`config.mk`:
```
export PLATFORM = sky130hd
export DESIGN_NAME = input_port_buffer
export DESIGN_NICKNAME = d
export VERILOG_FILES = /design/src/rtl/input_port_buffer.sv
export SDC_FILE = /design/constraint.sdc
export NUM_CORES = 1
export LEC_CHECK = 0
export CAP_MARGIN = 20
export CORE_MARGIN = 10
export CORE_UTILIZATION = 30
export CTS_BUF_LIST = sky130_fd_sc_hd__clkbuf_8
export CTS_CLUSTER_DIAMETER = 50
export DETAILED_ROUTE_END_ITERATION = 12
export SETUP_SLACK_MARGIN = 0.15
export SYNTH_ARGS = -nofsm -noshare
export SYNTH_HDL_FRONTEND = slang
export SYNTH_SLANG_ARGS = --single-unit
```
`constraint.sdc`:
```
create_clock -name clk -period 5.1 [get_ports clk]
set_input_delay 1.02 -clock clk [delete_from_list [all_inputs] [get_ports clk]]
set_output_delay 1.02 -clock clk [all_outputs]
set_load 0.005 [all_outputs]
```
`src/rtl/input_port_buffer.sv`:
```
// input_port_buffer: per-input-port flit buffer for the 6x6 router.
// It filters malformed packet framing on the write side. Accepted flits go into a
// first-word-fall-through FIFO. The head-of-queue flit is broadcast to all output
// allocators and is popped when no allocator asserts not-accept.
// DEPTH must be a power of two and at least 2, so the pointers wrap by overflow.
module input_port_buffer #(
  parameter int DEPTH  = 4,
  parameter int FLIT_W = 67
) (
  input  logic              clk,
  input  logic              rst,
  input  logic [FLIT_W-1:0] FLIT_in,
  input  logic              VALID_in,
  output logic              BWDAUX1_out,
  output logic [FLIT_W-1:0] FLIT_out,
  output logic              VALID_out,
  output logic              FWDAUX1_out,
  input  logic [5:0]        BWDAUX1_in,
  output logic [2:0]        route_out,
  output logic [7:0]        drop_cnt
);

  localparam int            AW       = $clog2(DEPTH);
  localparam int            CW       = AW + 1;
  localparam logic [CW-1:0] FULL_CNT = CW'(DEPTH);

  localparam logic [2:0] TYPE_TAIL    = 3'b000;
  localparam logic [2:0] TYPE_PAYLOAD = 3'b010;
  localparam logic [2:0] TYPE_HEAD    = 3'b011;

  typedef enum logic {
    WAIT_HEAD = 1'b0,
    IN_PKT    = 1'b1
  } state_e;

  // Storage and state
  logic [FLIT_W-1:0] mem_q [DEPTH];
  logic [FLIT_W-1:0] mem_d [DEPTH];
  logic [AW-1:0]     wr_ptr_q, wr_ptr_d;
  logic [AW-1:0]     rd_ptr_q, rd_ptr_d;
  logic [CW-1:0]     count_q, count_d;
  logic [2:0]        route_q, route_d;
  logic [7:0]        drop_q, drop_d;
  state_e            state_q, state_d;

  // Handshake terms
  logic       full;
  logic       offer;
  logic       wr_en;
  logic       drop_en;
  logic       pop;
  logic [2:0] in_type;

  assign full    = (count_q == FULL_CNT);
  // When the FIFO is full the incoming flit is neither inspected nor consumed.
  // Upstream keeps holding it until the stall clears.
  assign offer   = VALID_in & ~full;
  assign in_type = FLIT_in[2:0];

  // Read side: the FIFO falls through, so the head entry is always visible.
  assign VALID_out   = (count_q != '0);
  assign FLIT_out    = mem_q[rd_ptr_q];
  assign FWDAUX1_out = VALID_out & (FLIT_out[2:0] == TYPE_HEAD);
  // Only the allocator targeted by this packet can assert not-accept.
  // So an OR of all six lines is enough to block the pop.
  assign pop         = VALID_out & ~|BWDAUX1_in;
  assign route_out   = FWDAUX1_out ? FLIT_out[5:3] : route_q;
  assign BWDAUX1_out = full;
  assign drop_cnt    = drop_q;

  // Framing filter: decide whether an offered flit is written, dropped or advances the packet state
  always_comb begin
    // NOTE: blocking assignments in combinational logic, and every signal gets a
    // default first so that no latch is inferred on any path.
    state_d = state_q;
    wr_en   = 1'b0;
    drop_en = 1'b0;
    if (offer) begin
      unique case (state_q)
        WAIT_HEAD: begin
          if (in_type == TYPE_HEAD) begin
            wr_en   = 1'b1;
            state_d = IN_PKT;
          end else begin
            drop_en = 1'b1;
          end
        end
        IN_PKT: begin
          if (in_type == TYPE_PAYLOAD) begin
            wr_en = 1'b1;
          end else if (in_type == TYPE_TAIL) begin
            wr_en   = 1'b1;
            state_d = WAIT_HEAD;
          end else begin
            // A stray head or an illegal code inside a packet is discarded.
            // The packet stays open and waits for its tail.
            drop_en = 1'b1;
          end
        end
      endcase
    end
  end

  // FIFO bookkeeping: storage write, pointer advance, occupancy, route latch, drop counter
  always_comb begin
    mem_d    = mem_q;
    wr_ptr_d = wr_ptr_q;
    rd_ptr_d = rd_ptr_q;
    count_d  = count_q;
    route_d  = route_q;
    drop_d   = drop_q;

    if (wr_en) begin
      mem_d[wr_ptr_q] = FLIT_in;
      wr_ptr_d        = wr_ptr_q + AW'(1);
    end
    if (pop) begin
      rd_ptr_d = rd_ptr_q + AW'(1);
    end

    // A write and a pop in the same cycle leave the occupancy unchanged.
    unique case ({wr_en, pop})
      2'b10:   count_d = count_q + CW'(1);
      2'b01:   count_d = count_q - CW'(1);
      default: count_d = count_q;
    endcase

    // The route is kept after the head leaves. The rest of the packet then still
    // reports the destination it was granted to.
    if (pop && FWDAUX1_out) begin
      route_d = FLIT_out[5:3];
    end

    if (drop_en && (drop_q != 8'hFF)) begin
      drop_d = drop_q + 8'd1;
    end
  end

  // State registers with synchronous active-low reset
  always_ff @(posedge clk) begin
    if (!rst) begin
      // NOTE: the storage array is reset too, because FLIT_out reads
      // mem[rd_ptr] even when empty and must show zero after reset.
      for (int i = 0; i < DEPTH; i++) begin
        mem_q[i] <= '0;
      end
      wr_ptr_q <= '0;
      rd_ptr_q <= '0;
      count_q  <= '0;
      route_q  <= '0;
      drop_q   <= '0;
      state_q  <= WAIT_HEAD;
    end else begin
      for (int i = 0; i < DEPTH; i++) begin
        mem_q[i] <= mem_d[i];
      end
      wr_ptr_q <= wr_ptr_d;
      rd_ptr_q <= rd_ptr_d;
      count_q  <= count_d;
      route_q  <= route_d;
      drop_q   <= drop_d;
      state_q  <= state_d;
    end
  end

endmodule

```
==> flow_results.xml <==
<?xml version="1.0" encoding="UTF-8"?>
<metrics>
  <group name="logic_synthesis">
    <metric name="synth_adder_area_share" unit="%">0.776</metric>
    <metric name="main_combinational_cell_family_by_area_after_synthesis" unit="">multiplexers</metric>
    <metric name="synth_simple_gate_area_share" unit="%">12.7</metric>
    <metric name="avgSynthCellArea" unit="µm²">10.7</metric>
    <metric name="synth_xor_xnor_area_share" unit="%">0.215</metric>
    <metric name="synth_sequential_area_ratio" unit="%">46.9</metric>
    <metric name="ys_types" unit="">36</metric>
    <metric name="fraction_of_synthesized_area_in_multiplexers" unit="%">34.5</metric>
    <metric name="synthesized_instance_count" unit="">1145</metric>
    <metric name="synth_compound_area_share" unit="%">1.43</metric>
    <metric name="postSynthRegisterBits" unit="">287</metric>
    <metric name="yosys_warnings" unit="">0</metric>
    <metric name="synth.net_count" unit="">1228</metric>
    <metric name="synth_area" unit="µm²">12200</metric>
  </group>
  <group name="routing">
    <metric name="num_vias" unit="">8728</metric>
    <metric name="detailedRoute.firstIterationViolations" unit="">411</metric>
    <metric name="final_antenna_net_count" unit="">0</metric>
    <metric name="route.final.wire_length" unit="µm">31300</metric>
    <metric name="drc_errors" unit="">0</metric>
    <metric name="drtPass1Iterations" unit="">4</metric>
    <metric name="detail_routed_net_length_per_standard_cell" unit="µm">16.9</metric>
    <metric name="routed_via_density" unit="">4.72</metric>
  </group>
  <group name="critical_path">
    <metric name="regToRegEndpoint" unit="">count_q[2]$_SDFFE_PN0P_</metric>
    <metric name="crit_chain" unit="">mux4_2 &gt; and3b_1 &gt; and2_1 &gt; mux2_1 &gt; clkdlybuf4s50_1</metric>
    <metric name="critical_path.endpoint" unit="">route_out[2]</metric>
    <metric name="cp.arrival" unit="ns">3.35</metric>
    <metric name="worst_setup_path_startpoint" unit="">rd_ptr_q[0]$_SDFFE_PN0N_</metric>
    <metric name="crit-reg2reg-launch" unit="">count_q[2]$_SDFFE_PN0P_</metric>
    <metric name="timing.reg2reg.setup_slack" unit="ns">2.38</metric>
    <metric name="setup.worst_path.class" unit="">reg2out</metric>
    <metric name="critical_path.max_stage_delay" unit="ns">0.79</metric>
    <metric name="critical_path_depth_in_cells" unit="">5</metric>
    <metric name="timing.critical_path.buf_inv" unit="">1</metric>
    <metric name="critical_path_required" unit="ns">4.08</metric>
    <metric name="timing.critical_path.fanout_max" unit="">39</metric>
    <metric name="timing.critical_path.from_type" unit="">flip-flop</metric>
    <metric name="cp_top_family" unit="">multiplexers</metric>
    <metric name="critical_path_cell_with_the_highest_stage_delay" unit="">sky130_fd_sc_hd__dfxtp_4</metric>
    <metric name="setup.worst_path.end_class" unit="">output port</metric>
    <metric name="cell_count_of_the_worst_reg_to_reg_path" unit="">9</metric>
  </group>
  <group name="global_route">
    <metric name="number_of_global_route_vias_before_repair" unit="">9217</metric>
    <metric name="met1_usage" unit="%">14.9</metric>
    <metric name="grt_util_met2" unit="%">20.5</metric>
    <metric name="gr-max-usage-layer" unit="">met2</metric>
    <metric name="gr-usage-met3" unit="%">4.40</metric>
    <metric name="overflow_left_after_global_routing" unit="">0</metric>
    <metric name="grt_antenna_before_repair" unit="">1</metric>
    <metric name="gr-usage-all-layers" unit="%">12.4</metric>
    <metric name="grt_max_degree" unit="">143</metric>
    <metric name="grt_pass1_wl" unit="µm">50200</metric>
  </group>
  <group name="floorplan">
    <metric name="io_pins" unit="">157</metric>
    <metric name="die_width" unit="µm">222</metric>
    <metric name="start_util" unit="%">30.6</metric>
    <metric name="dieArea" unit="µm²">49300</metric>
    <metric name="core_rows" unit="">73</metric>
    <metric name="floorplan.die.height" unit="µm">222</metric>
    <metric name="design.core.area" unit="µm²">40000</metric>
  </group>
  <group name="cts">
    <metric name="h-tree-depth" unit="">2</metric>
    <metric name="ctsLongestPathBuffers" unit="">3</metric>
    <metric name="postCtsResizedCells" unit="">0</metric>
    <metric name="total_number_of_clock_tree_sinks" unit="">287</metric>
    <metric name="clk_latency" unit="ns">0.61</metric>
    <metric name="tritoncts" unit="">yes</metric>
    <metric name="cts_made_buffers" unit="">52</metric>
    <metric name="hold_buffers" unit="">0</metric>
    <metric name="clock_tree_root_buffer_cell" unit="">sky130_fd_sc_hd__clkbuf_8</metric>
    <metric name="post-cts-setup-buffer-count" unit="">0</metric>
    <metric name="path_clk_slew" unit="ns">0.06</metric>
  </group>
  <group name="sta">
    <metric name="finalSetupViolations" unit="">0</metric>
    <metric name="hold_viol" unit="">0</metric>
    <metric name="worst_pin_slew" unit="ns">0.967</metric>
    <metric name="timing.max_slew.rel_slack" unit="%">35.6</metric>
    <metric name="clock-skew-final" unit="ns">0.0162</metric>
    <metric name="max_freq" unit="MHz">229</metric>
    <metric name="setup-tns-final" unit="ns">0</metric>
    <metric name="timing.final.max_slew_violations" unit="">0</metric>
    <metric name="min_period_over_period" unit="%">85.7</metric>
    <metric name="rsz0062_at_grt" unit="">false</metric>
    <metric name="layout_min_cycle_time" unit="ns">4.37</metric>
  </group>
  <group name="hold_path">
    <metric name="timing.hold.worst.class" unit="">reg2reg</metric>
    <metric name="min_path_cells" unit="">2</metric>
  </group>
  <group name="place">
    <metric name="dpl.cell_count" unit="">1760</metric>
    <metric name="io_buffers" unit="">156</metric>
    <metric name="detailedPlacementHpwl" unit="µm">20000</metric>
    <metric name="gp_congestion" unit="">0.735</metric>
  </group>
  <group name="flow_run">
    <metric name="cap_violations" unit="">0</metric>
  </group>
  <group name="finish">
    <metric name="layoutNonFillerInstCount" unit="">1848</metric>
    <metric name="nFillCells" unit="">3978</metric>
    <metric name="layout_overhead_on_the_synthesized_area" unit="%">24.5</metric>
    <metric name="layout.nets" unit="">1372</metric>
    <metric name="n_antenna_cell" unit="">0</metric>
    <metric name="fraction_of_final_layout_cells_with_drive_strength_greater_than_1" unit="%">12.0</metric>
  </group>
  <group name="power">
    <metric name="ir_worst_vdd" unit="µV">185</metric>
    <metric name="post-layout-total-power" unit="mW">4.57</metric>
    <metric name="power_leakage" unit="nW">7.10</metric>
    <metric name="power_density_over_the_cells" unit="nW/µm²">299</metric>
  </group>
  <group name="outcome">
    <metric name="run_status" unit="">finished, final reports clean</metric>
  </group>
</metrics>
==> cell type report <==
type	instances	area, µm²	share of cell area, %
clock inverters	29	153	1.00
inverters	10	37.5	0.246
well taps	525	657	4.31
multi-input cells	764	6110	40.1
clock buffers	59	812	5.33
flip-flops and latches	287	5750	37.7
repair buffers	174	1730	11.3
==> per-layer routing <==
metal / up-vias / share of wire (%)
met5: - / 0.042
met4: 2 / 1.6
met3: 44 / 6.6
met2: 170 / 48
met1: 4251 / 44
li1: 4261 / -
==> logic make-up (layout without fill, tap and decap cells) <==
family | count (synthesis) | after routing
adder cells (fa/ha/maj) | 7 | 7
flip-flops | 287 | 287
XOR/XNOR | 3 | 3
AND/OR/NAND/NOR | 389 | 389
AO/OA/AOI/OAI | 27 | 27
buffers and inverters | 94 | 272
multiplexers | 338 | 338
==> state kept, by name, summed over array words and instances, names as in the netlist <==
register and count:
drop_cnt 8, rd_ptr_q 2, mem_q 268, wr_ptr_q 2
count_q 3, route_q 3, state_q 1
==> where the power goes <==
group          switching (mW)  internal, mW
registers              0.0108          2.26
clock network           0.939          1.09
logic                   0.133         0.127
==> worst min path at each step <==
stage,start,end
3_5_place_dp,mem_q[157]$_SDFFE_PN0P_,mem_q[157]$_SDFFE_PN0P_
2_1_floorplan,mem_q[170]$_SDFFE_PN0P_,mem_q[170]$_SDFFE_PN0P_
3_3_place_gp,mem_q[125]$_SDFFE_PN0P_,mem_q[125]$_SDFFE_PN0P_
6_report,mem_q[154]$_SDFFE_PN0P_,mem_q[154]$_SDFFE_PN0P_
4_1_cts,mem_q[157]$_SDFFE_PN0P_,mem_q[157]$_SDFFE_PN0P_
5_1_grt,mem_q[84]$_SDFFE_PN0P_,mem_q[84]$_SDFFE_PN0P_
==> through the flow <==
stage / cell area, µm² / hold WS [ns] / setup WS, ns / util, %
after global placement: 14300 / 0.441 / 1.30 / 35.7
after detailed placement: 14300 / 0.449 / 1.28 / 35.7
final: 15200 / 0.455 / 0.728 / 38.1
after CTS: 15200 / 0.457 / 0.643 / 38.1
after floorplan: 12200 / 0.435 / 2.16 / -
after global routing: 15200 / 0.475 / 0.562 / 38.1
==> cells in the final DEF (no fill, tap or decap), types with 5 or more instances in the layout <==
cell type	netlist	final
sky130_fd_sc_hd__a21oi_1	13	13
sky130_fd_sc_hd__inv_1	10	32
sky130_fd_sc_hd__nor3_1	6	6
sky130_fd_sc_hd__nand2_1	343	339
sky130_fd_sc_hd__and3_1	5	5
sky130_fd_sc_hd__o21ai_0	7	7
sky130_fd_sc_hd__nor2_1	6	6
sky130_fd_sc_hd__buf_4	12	16
sky130_fd_sc_hd__clkdlybuf4s50_1	0	155
sky130_fd_sc_hd__clkbuf_8	0	59
sky130_fd_sc_hd__ha_1	6	6
sky130_fd_sc_hd__mux2i_1	268	268
sky130_fd_sc_hd__mux4_2	67	67
sky130_fd_sc_hd__nand2b_1	5	5
sky130_fd_sc_hd__dfxtp_1	287	285
sky130_fd_sc_hd__nand3_1	8	8
==> worst min-delay path, delay by kind of cell (launching register included) <==
kind             cells  cell delay, ns
flip-flops           1            0.30
multiplexers         1            0.05
AND/OR/NAND/NOR      1            0.05
==> cell usage after synthesis <==
cell                        instances  area (µm²)
sky130_fd_sc_hd__o21ai_0            7        35.0
sky130_fd_sc_hd__buf_4             12        90.1
sky130_fd_sc_hd__and3b_1            1        8.76
sky130_fd_sc_hd__xnor2_1            1        8.76
sky130_fd_sc_hd__inv_1             10        37.5
sky130_fd_sc_hd__and2_1             1        6.26
sky130_fd_sc_hd__a21o_1             1        7.51
sky130_fd_sc_hd__nand2_1          343        1290
sky130_fd_sc_hd__nand3_1            8        40.0
sky130_fd_sc_hd__and3_1             5        31.3
sky130_fd_sc_hd__buf_1              2        7.51
sky130_fd_sc_hd__clkbuf_1          47         176
sky130_fd_sc_hd__nor3b_1            1        7.51
sky130_fd_sc_hd__xor2_1             2        17.5
sky130_fd_sc_hd__nand3b_1           2        15.0
sky130_fd_sc_hd__a21oi_1           13        65.1
sky130_fd_sc_hd__nor4_1             2        12.5
sky130_fd_sc_hd__or4_1              2        15.0
sky130_fd_sc_hd__or3_1              4        25.0
sky130_fd_sc_hd__mux2_1             3        33.8
sky130_fd_sc_hd__mux2i_1          268        2680
sky130_fd_sc_hd__mux4_2            67        1510
sky130_fd_sc_hd__o31ai_1            2        15.0
sky130_fd_sc_hd__a2111oi_4          1        27.5
sky130_fd_sc_hd__nand4_1            2        12.5
sky130_fd_sc_hd__o311ai_0           1        8.76
sky130_fd_sc_hd__nor4b_1            1        8.76
sky130_fd_sc_hd__dfxtp_1          287        5750
sky130_fd_sc_hd__nor2_1             6        22.5
sky130_fd_sc_hd__nor3_1             6        30.0
sky130_fd_sc_hd__buf_2             23         115
sky130_fd_sc_hd__nand2b_1           5        31.3
sky130_fd_sc_hd__ha_1               6        75.1
sky130_fd_sc_hd__a41oi_1            1        8.76
sky130_fd_sc_hd__fa_1               1        20.0
sky130_fd_sc_hd__a211oi_1           1        7.51
(Power assumes the default switching activity.)
